[src/rtl/unary_mm_pkg.sv]
// Shared types and sizing helpers for the unary matmul host sequencer.
package unary_mm_pkg;

  typedef enum logic [1:0] {LOAD, START, WAIT, DRAIN} seq_state_t;

  // Core reset is held low this many cycles so its counters clear before a run.
  localparam int START_CYC = 2;

  function automatic int elem_w(input int bw);
    return bw;
  endfunction

  function automatic int res_w(input int bw);
    return 2 * bw;
  endfunction

  // Width able to hold 0..n inclusive.
  function automatic int idx_w(input int n);
    return $clog2(n + 1);
  endfunction

endpackage

[src/rtl/stream_index_ctr.sv]
// Count-to-N index: advances on en, parks at N-1, returns to 0 only via clear.
module stream_index_ctr #(
  parameter int N = 4,
  parameter int W = $clog2(N + 1)
) (
  input  logic         clk,
  input  logic         reset_n,
  input  logic         en,
  input  logic         clear,
  output logic [W-1:0] count,
  output logic         done
);

  localparam logic [W-1:0] LAST = W'(N - 1);

  assign done = en && (count == LAST);

  // Index register; clear is driven by the owner whenever it is not in its phase.
  always_ff @(posedge clk) begin
    if (!reset_n || clear) count <= '0;
    else if (en && (count != LAST)) count <= count + 1'b1;
  end

endmodule

[src/rtl/unary_matmul_sequencer.sv]
// Host front/back end for the unary systolic matmul core: serial operand load,
// core restart, result-ready edge detect, C snapshot and serial result drain.
module unary_matmul_sequencer
  import unary_mm_pkg::*;
#(
  parameter int BIT_WIDTH = 4,
  parameter int A_ROW     = 2,
  parameter int A_COL     = A_ROW,
  parameter int B_COL     = A_ROW
) (
  input  logic                               clk,
  input  logic                               reset_n,
  input  logic                               in_valid,
  output logic                               in_ready,
  input  logic [BIT_WIDTH-1:0]               in_data,
  output logic                               out_valid,
  input  logic                               out_ready,
  output logic [2*BIT_WIDTH-1:0]             out_data,
  output logic                               busy,
  output logic                               mm_reset_n,
  output logic [A_ROW*A_COL*BIT_WIDTH-1:0]   mm_A,
  output logic [A_COL*B_COL*BIT_WIDTH-1:0]   mm_B,
  input  logic                               mm_output_ready,
  input  logic [A_ROW*B_COL*2*BIT_WIDTH-1:0] mm_C
);

  localparam int EW = elem_w(BIT_WIDTH);
  localparam int RW = res_w(BIT_WIDTH);
  localparam int NA = A_ROW * A_COL;
  localparam int NB = A_COL * B_COL;
  localparam int NC = A_ROW * B_COL;
  localparam int IW = idx_w(NA + NB);
  localparam int SW = idx_w(START_CYC);
  localparam int DW = idx_w(NC);

  seq_state_t state_q, state_d;

  // Flat row-major element order matches the packed [row][col] bus layout.
  logic [NA-1:0][EW-1:0] a_q;
  logic [NB-1:0][EW-1:0] b_q;
  logic [NC-1:0][RW-1:0] c_q;

  logic [IW-1:0] ld_idx;
  logic [DW-1:0] dr_idx;
  logic          ld_done, st_done, dr_done;
  logic          beat, ordy_q, ordy_rise;

  assign beat      = in_valid && in_ready;
  assign ordy_rise = (state_q == WAIT) && mm_output_ready && !ordy_q;
  assign mm_A      = a_q;
  assign mm_B      = b_q;

  stream_index_ctr #(.N(NA + NB), .W(IW)) u_ld_ctr (
    .clk(clk), .reset_n(reset_n), .en(beat), .clear(state_q != LOAD),
    .count(ld_idx), .done(ld_done));

  stream_index_ctr #(.N(START_CYC), .W(SW)) u_st_ctr (
    .clk(clk), .reset_n(reset_n), .en(state_q == START), .clear(state_q != START),
    .count(), .done(st_done));

  stream_index_ctr #(.N(NC), .W(DW)) u_dr_ctr (
    .clk(clk), .reset_n(reset_n), .en(out_valid && out_ready), .clear(state_q != DRAIN),
    .count(dr_idx), .done(dr_done));

  // State register.
  always_ff @(posedge clk) begin
    if (!reset_n) state_q <= LOAD;
    else          state_q <= state_d;
  end

  // Next state and handshake/core-control outputs.
  always_comb begin
    state_d    = state_q;
    in_ready   = 1'b0;
    out_valid  = 1'b0;
    busy       = 1'b1;
    mm_reset_n = 1'b0;
    unique case (state_q)
      LOAD: begin
        in_ready = reset_n;
        busy     = 1'b0;
        if (ld_done) state_d = START;
      end
      START: if (st_done) state_d = WAIT;
      WAIT: begin
        mm_reset_n = 1'b1;
        if (ordy_rise) state_d = DRAIN;
      end
      DRAIN: begin
        out_valid = 1'b1;
        if (dr_done) state_d = LOAD;
      end
      default: state_d = LOAD;
    endcase
  end

  // Track the core level every cycle so a level already high when WAIT starts is no edge.
  always_ff @(posedge clk) begin
    if (!reset_n) ordy_q <= 1'b0;
    else          ordy_q <= mm_output_ready;
  end

  // Operand capture; only LOAD beats write, so the buses are frozen for the run.
  always_ff @(posedge clk) begin
    if (!reset_n) begin
      a_q <= '0;
      b_q <= '0;
    end else if (beat) begin
      for (int i = 0; i < NA; i++) if (ld_idx == IW'(i)) a_q[i] <= in_data;
      for (int j = 0; j < NB; j++) if (ld_idx == IW'(NA + j)) b_q[j] <= in_data;
    end
  end

  // Result snapshot taken on the same edge the core completion is seen.
  always_ff @(posedge clk) begin
    if (!reset_n)       c_q <= '0;
    else if (ordy_rise) c_q <= mm_C;
  end

  // Drain mux; held at zero outside DRAIN.
  always_comb begin
    out_data = '0;
    if (state_q == DRAIN)
      for (int k = 0; k < NC; k++) if (dr_idx == DW'(k)) out_data = c_q[k];
  end

endmodule
[config.mk]
export PLATFORM = sky130hd
export DESIGN_NAME = unary_matmul_sequencer
export DESIGN_NICKNAME = d
export VERILOG_FILES = /design/src/rtl/unary_mm_pkg.sv /design/src/rtl/stream_index_ctr.sv /design/src/rtl/unary_matmul_sequencer.sv
export SDC_FILE = /design/constraint.sdc
export NUM_CORES = 1
export LEC_CHECK = 0
export ABC_AREA = 1
export BUFFER_PORTS_ARGS = -buffer_cell sky130_fd_sc_hd__buf_2
export CAP_MARGIN = 10
export CORE_MARGIN = 2
export CORE_UTILIZATION = 55
export CTS_CLUSTER_SIZE = 20
export DETAILED_ROUTE_END_ITERATION = 8
export HOLD_SLACK_MARGIN = 0.12
export PLACE_DENSITY = 0.93
export SLEW_MARGIN = 10
export SYNTH_ARGS = -nofsm -noshare
export SYNTH_HDL_FRONTEND = slang
export SYNTH_SLANG_ARGS = --single-unit
[constraint.sdc]
create_clock -name clk -period 2.8 [get_ports clk]
set_clock_uncertainty 0.1 [all_clocks]
set_input_delay 0.28 -clock clk [delete_from_list [all_inputs] [get_ports clk]]
set_output_delay 0.28 -clock clk [all_outputs]
set_load 0.01 [all_outputs]
==> flow_summary_export.csv, run 1 <==
group,metric,value,unit
clock_tree,cts_max_path_buffers,2,
routing,post_drt_wl_per_cell,13.79,um
worst_setup_path,rr_worst_depth,7,
global_route,grtUsageMet3,0.08132,
power_and_ir_drop,report.power.total,2.774,mW
place,placed_cell_area,0.003767,mm^2
clock_tree,clockRootBuffer,"sky130_fd_sc_hd__clkbuf_8",
power_and_ir_drop,static_leakage,2.057,nW
worst_setup_path,path_cells,"clkinvlp_4 -> ha_1 -> clkinv_1 -> o21ai_0 -> a21oi_1 -> buf_2",
clock_tree,tritoncts,"yes",
global_route,first_pass_grt_wire_length,14.23,mm
floorplanning,dieHeight,81.78,um
worst_setup_path,cpPeakStageDelay,0.40,ns
sta,period_minus_slack,2.443,ns
final_layout,area_added_between_synthesis_and_finish,30.01,%
sta,transition_time_at_the_pin_with_the_least_slew_margin,1.022,ns
routing,drt_iter0_drc,207,
worst_setup_path,worst-path-buf-inv,3,
logic_synthesis,synth_warnings,0,
global_route,gr-total-overflow,0,
floorplanning,floorplan.die_area,0.006687,mm^2
worst_setup_path,cp_data_required_time,2.42,ns
sta,count_of_final_max_slew_check_failures,0,
floorplanning,pin_count,85,
final_layout,multiInputGateArea,0.001563,mm^2
place,dpl.hpwl,5.528,mm
sta,timing.fmax,0.4094,GHz
sta,fin_setup_tns,0,ns
worst_hold_path,hold_path_cells,3,
global_route,groute.layer.met1.usage,0.3313,
logic_synthesis,postSynthCellCount,460,
global_route,grt_pass1_vias,3126,
flow_run,drv.max_cap_violation_count,0,
clock_tree,tritoncts_num_sinks,76,
logic_synthesis,synthesis.nets,515,
global_route,grt_start_max_net_pins,49,
logic_synthesis,netlist-cell-type-count,22,
worst_setup_path,timing.critical_path.from_type,"register",
final_layout,seqCellArea,0.001521,mm^2
worst_hold_path,worstHoldPathType,"primary input to register",
worst_setup_path,setup.worst_path.end_class,"output pin",
worst_setup_path,crit_path_top_delay_cell,"sky130_fd_sc_hd__dfxtp_1",
worst_setup_path,setup.reg_to_reg.worst_slack,0.72,ns
final_layout,drive_above_1_share,0.1847,
floorplanning,start_util,0.5653,
worst_setup_path,critical_path_arrival,2.06,ns
clock_tree,post-cts-setup-buffers,0,
floorplanning,die_x,81.78,um
final_layout,design.final.nets,625,
floorplanning,core.rowCount,28,
final_layout,final.fill_count,424,
power_and_ir_drop,vdd_drop_max,0.0003959,V
logic_synthesis,synth_seq_area_share,0.4573,
floorplanning,core,0.005886,mm^2
place,place.port_buffers,84,
worst_setup_path,timing.critical_path.depth,6,
sta,max_slew_margin,0.3178,
routing,detail_route.wirelength,8.949,mm
logic_synthesis,postSynthAreaPerCell,7.232,um^2
place,place.gp.congestion,0.9412,
sta,setup_slack,0.3573,ns
routing,via_per_inst,5.302,
logic_synthesis,synth-seq-cells,76,
run_status,status,"completed",
clock_tree,h-tree-depth,3,
worst_setup_path,worst_path_dominant_cell_family,"buffers and inverters",
sta,fin_crit_sh,0.8724,
power_and_ir_drop,power_density,641.3,mW/mm^2
clock_tree,clkTransAtPathRegs,0.08,ns
routing,drt_pre_antenna_iters,6,
clock_tree,clk_latency,0.35,ns
global_route,grt_antenna_before_repair,0,
global_route,top_usage_layer,"met2",
routing,remaining_antenna_violation_count_after_routing,0,
final_layout,n_antenna_cell,0,
clock_tree,cts_made_buffers,9,
logic_synthesis,netlist_area,0.003327,mm^2
routing,vias,3441,
place,post-place-ws,0.6873,ns
worst_setup_path,timing.setup.critical_path_class,"register to output pin",
global_route,grt.met2_usage,0.4724,
global_route,combined_global_route_utilization_of_all_metal_layers,0.2824,
worst_setup_path,cp_max_fo,18,
sta,final_setup_violation_count,0,
sta,final-hold-violation-count,0,
final_layout,stdcell_area,0.004325,mm^2
sta,unrepaired_setup_endpoints_after_global_routing,"no",
routing,drc,0,
[registers in the layout, summed over array words and instances, names as in the netlist]
signal,flops
state_q,2
u_ld_ctr.count,4
u_st_ctr.count,2
c_q,32
mm_B,16
ordy_q,1
mm_A,16
u_dr_ctr.count,3
[power breakdown]
part	internal, mW	switching, mW	total [mW]
Combinational	0.227	0.355	0.582
Clock	0.544	0.404	0.948
Sequential	1.18	0.0615	1.24
[synth_stat cells (all sizes together)]
cell type  instances  share of area
ha                14          0.053
clkinv             6         0.0068
nand3             28          0.042
nand4              1         0.0019
a211oi             2         0.0045
o211ai             7          0.016
buf                9          0.014
inv               35          0.039
o21ai             78           0.12
or2                2         0.0038
nor3               2         0.0030
nand2             32          0.038
a21oi             15          0.023
a21boi             1         0.0023
nor2             139           0.16
dfxtp             76           0.46
a31oi              2         0.0038
clkbuf            11          0.012
[metal layers]
| metal | routed length [um] | vias up | part of all wire |
|---|---|---|---|
| met2 | 4344 | 166 | 0.49 |
| li1 | - | 1707 | - |
| met5 | 0 | - | 0 |
| met4 | 211 | 0 | 0.024 |
| met1 | 3627 | 1544 | 0.41 |
| met3 | 766 | 24 | 0.086 |
[final cells by class]
type / instances / share of cell area
multi-input combinational: 323 / 0.3613
clock buffer: 11 / 0.03500
timing repair buffer: 119 / 0.1770
tap: 75 / 0.02170
clock inverter: 4 / 0.01678
inverter: 41 / 0.03645
sequential: 76 / 0.3518
[final timing paths]
path | end | start
worst max-delay path | out_data[4] | u_dr_ctr.count[2]
worst max register to register | c_q[27] | state_q[0]
worst min register to register | u_st_ctr.count[0] | u_st_ctr.count[0]
worst min-delay path | mm_B[15] | in_data[3]
[per-stage QoR]
| step | cells | hold WS (ns) | util |
|---|---|---|---|
| after global routing | 649 | 0.1660 | 0.7349 |
| after global placement | 601 | 0.3400 | 0.6401 |
| after floorplan | 460 | 0.2735 | - |
| final | 649 | 0.1806 | 0.7349 |
| after detailed placement | 601 | 0.3680 | 0.6401 |
| after CTS | 649 | 0.1664 | 0.7343 |
[kinds of logic (layout without fill, tap and decap cells)]
logic type / after synthesis / count (layout) / share of synthesized area
AND/OR/NAND/NOR: 204 / 204 / 0.2508
AO/OA/AOI/OAI: 105 / 105 / 0.1662
flip-flops: 76 / 76 / 0.4573
buffers and inverters: 61 / 175 / 0.07296
adder cells (fa/ha/maj): 14 / 14 / 0.05265
[worst register-to-register path, stage by stage, from the launching register on]
cell and delay [ns]:
sky130_fd_sc_hd__dfxtp_1 0.36, sky130_fd_sc_hd__inv_1 0.09, sky130_fd_sc_hd__ha_1 0.24, sky130_fd_sc_hd__nand2_1 0.07
sky130_fd_sc_hd__nor2_1 0.05, sky130_fd_sc_hd__inv_1 0.73, sky130_fd_sc_hd__nor2_1 0.17, sky130_fd_sc_hd__nor2_1 0.21
[layout by cell type, fill, tap and decap left out]
cell type / netlist / layout
sky130_fd_sc_hd__nor2_1: 138 / 138
sky130_fd_sc_hd__nand2_1: 31 / 31
sky130_fd_sc_hd__o211ai_1: 7 / 7
sky130_fd_sc_hd__nand4_1: 1 / 1
sky130_fd_sc_hd__bufinv_16: 0 / 2
sky130_fd_sc_hd__o21ai_0: 77 / 77
sky130_fd_sc_hd__buf_2: 8 / 84
sky130_fd_sc_hd__a211oi_1: 2 / 2
sky130_fd_sc_hd__o21ai_1: 1 / 1
sky130_fd_sc_hd__dlygate4sd3_1: 0 / 33
sky130_fd_sc_hd__a31oi_1: 2 / 2
sky130_fd_sc_hd__nand3_1: 28 / 28
sky130_fd_sc_hd__nand2_4: 1 / 1
sky130_fd_sc_hd__or2_2: 2 / 2
sky130_fd_sc_hd__a21oi_1: 15 / 15
sky130_fd_sc_hd__inv_1: 35 / 35
sky130_fd_sc_hd__a21boi_0: 1 / 1
sky130_fd_sc_hd__clkbuf_8: 0 / 11
sky130_fd_sc_hd__buf_4: 1 / 2
sky130_fd_sc_hd__clkinv_1: 6 / 5
sky130_fd_sc_hd__clkinvlp_4: 0 / 2
sky130_fd_sc_hd__clkinv_2: 0 / 1
sky130_fd_sc_hd__nor2_8: 1 / 1
sky130_fd_sc_hd__nor3_1: 2 / 2
sky130_fd_sc_hd__dfxtp_1: 76 / 76
sky130_fd_sc_hd__ha_1: 14 / 14
[repair_timing]
item	in CTS	in global routing
hold buffers	33	0
resized for setup	0	1
setup endpoints to repair	0	1
endpoints found under the hold margin	33	0
Note: power is estimated with default switching activity, not from simulation.
==> inputs of run 2 (changes only) <==
BUFFER_PORTS_ARGS = unset   (was -buffer_cell sky130_fd_sc_hd__buf_2)
DONT_BUFFER_PORTS = 1   (was unset)
PLACE_DENSITY = 0.81   (was 0.93)
==> run 2 against run 1 <==
- sequential cell count unchanged
- critical path type is now register to register
- first-iteration DRC count decreased by 29%
- worst setup slack got worse by 0.010 ns
- largest cell class unchanged
==> flow_summary_export.csv, run 2 (synthesis results as in run 1) <==
group,metric,value,unit
power_and_ir_drop,static_leakage,1.683,nW
routing,drt_iter0_drc,146,
sta,period_minus_slack,2.453,ns
clock_tree,post-cts-setup-buffers,0,
floorplanning,die_x,81.78,um
clock_tree,clkTransAtPathRegs,0.09,ns
worst_setup_path,worst-path-buf-inv,3,
final_layout,design.final.nets,548,
worst_setup_path,crit_path_top_delay_cell,"sky130_fd_sc_hd__inv_1",
sta,max_slew_margin,0.3734,
final_layout,stdcell_area,0.003981,mm^2
place,place.gp.congestion,0.8257,
global_route,grt_pass1_vias,2901,
routing,drt_pre_antenna_iters,4,
floorplanning,core.rowCount,28,
run_status,status,"completed",
sta,fin_setup_tns,0,ns
floorplanning,start_util,0.5653,
floorplanning,core,0.005886,mm^2
worst_setup_path,worst_path_dominant_cell_family,"buffers and inverters",
worst_setup_path,cpPeakStageDelay,0.67,ns
worst_setup_path,worst_setup_path_startpoint,"state_q[0]",
routing,detail_route.wirelength,7.936,mm
sta,timing.fmax,0.4077,GHz
sta,count_of_final_max_slew_check_failures,0,
sta,fin_crit_sh,0.8760,
final_layout,final.fill_count,502,
worst_setup_path,timing.setup.critical_path_class,"register to register",
place,dpl.hpwl,4.910,mm
worst_setup_path,path_cells,"inv_1 -> ha_1 -> nand2_1 -> nor2_1 -> inv_1 -> nor2_1 -> nor2_1 -> dlygate4sd3_1",
final_layout,final_common_cell,"sky130_fd_sc_hd__nor2_1",
place,place.port_buffers,0,
sta,final-hold-violation-count,0,
worst_setup_path,critical_path_arrival,2.65,ns
power_and_ir_drop,vdd_drop_max,0.0004152,V
worst_setup_path,worst_r2r_startpoint,"state_q[0]",
final_layout,final_cell_mix,"sky130_fd_sc_hd__nor2_1 (138), sky130_fd_sc_hd__o21ai_0 (77), sky130_fd_sc_hd__dfxtp_1 (76)",
clock_tree,h-tree-depth,3,
routing,vias,3095,
flow_run,drv.max_cap_violation_count,0,
final_layout,n_antenna_cell,0,
worst_setup_path,timing.critical_path.from_type,"register",
final_layout,drive_above_1_share,0.04618,
clock_tree,cts_max_path_buffers,2,
worst_setup_path,timing.critical_path.mode_cell,"sky130_fd_sc_hd__nor2_1",
worst_hold_path,startpoint_of_the_worst_hold_path,"reset_n",
routing,drc,0,
place,placed_cell_area,0.003347,mm^2
worst_setup_path,setup.worst_path.end_class,"register",
routing,post_drt_wl_per_cell,13.85,um
global_route,combined_global_route_utilization_of_all_metal_layers,0.2525,
final_layout,flip_flop_count_of_the_largest_register_after_layout,32,
sta,final_setup_violation_count,0,
worst_setup_path,cp_max_fo,32,
sta,transition_time_at_the_pin_with_the_least_slew_margin,0.9388,ns
final_layout,layoutNonFillerInstCount,573,
sta,unrepaired_setup_endpoints_after_global_routing,"no",
routing,remaining_antenna_violation_count_after_routing,0,
sta,finalHoldWorstSlack,0.1735,ns
worst_hold_path,worstHoldPathType,"primary input to register",
clock_tree,tritoncts_num_sinks,76,
power_and_ir_drop,power_density,676.4,mW/mm^2
clock_tree,tritoncts,"yes",
place,dpl.cell_count,517,
worst_setup_path,cp_data_required_time,3.00,ns
floorplanning,pin_count,85,
global_route,gr-total-overflow,0,
final_layout,largest-register,"c_q",
clock_tree,clockRootBuffer,"sky130_fd_sc_hd__clkbuf_8",
routing,via_per_inst,5.401,
global_route,first_pass_grt_wire_length,12.85,mm
final_layout,area_added_between_synthesis_and_finish,19.67,%
floorplanning,floorplan.die_area,0.006687,mm^2
floorplanning,dieHeight,81.78,um
global_route,grt_antenna_before_repair,0,
clock_tree,clk_latency,0.35,ns
clock_tree,cts_made_buffers,9,
global_route,grt_start_max_net_pins,70,
run 2: worst reg2reg max path, stage by stage (launching register included):
cell and delay (ns):
sky130_fd_sc_hd__dfxtp_1 0.36, sky130_fd_sc_hd__inv_1 0.09, sky130_fd_sc_hd__ha_1 0.28, sky130_fd_sc_hd__nand2_1 0.08, sky130_fd_sc_hd__nor2_1 0.05, sky130_fd_sc_hd__inv_1 0.67
sky130_fd_sc_hd__nor2_1 0.10, sky130_fd_sc_hd__nor2_1 0.12, sky130_fd_sc_hd__dlygate4sd3_1 0.56
run 2: path summary, 6_finish.rpt:
check                      endpoint  slack, ns  cells past startpoint
hold / removal               c_q[5]       0.17                      3
hold reg to reg   u_st_ctr.count[0]       0.37                      1
setup / recovery             c_q[6]       0.35                      8
setup reg to reg             c_q[6]       0.35                      8
run 2: layout make-up:
| type | count | area, um^2 | share of cell area |
|---|---|---|---|
| timing repair buffer | 42 | 425.4 | 0.1069 |
| clock inverter | 7 | 100.1 | 0.02514 |
| multi-input combinational | 323 | 1563 | 0.3925 |
| sequential | 76 | 1521 | 0.3821 |
| inverter | 41 | 153.9 | 0.03866 |
| clock buffer | 9 | 123.9 | 0.03111 |
| tap | 75 | 93.84 | 0.02357 |
run 2: routing by layer:
layer,up-vias,wire length [um],GRT usage
li1,1560,-,-
met1,1386,3140,0.2719
met2,130,3870,0.4398
met3,19,696,0.08791
met4,0,229,0.1217
met5,-,0,0
run 2: repair_timing:
action / 4_1_cts / 5_1_grt
hold endpoints to repair: 74 / 0
endpoints found under the setup margin: 0 / 0
hold buffers: 40 / 0
gates resized for setup: 0 / 0
run 2: stage by stage:
stage | power [mW] | util | worst slack (ns)
floorplan | 1.626 | - | 0.8775
detailed placement | 1.707 | 0.5687 | 0.8636
CTS | 2.700 | 0.6764 | 0.3576
global route | 2.845 | 0.6764 | 0.1516
finish | 2.693 | 0.6764 | 0.3471
global placement | 1.693 | 0.5687 | 0.9240
run 2: power by group:
| group | switching (mW) | internal, mW |
|---|---|---|
| clock network | 0.423 | 0.506 |
| logic | 0.318 | 0.192 |
| registers | 0.0722 | 1.18 |
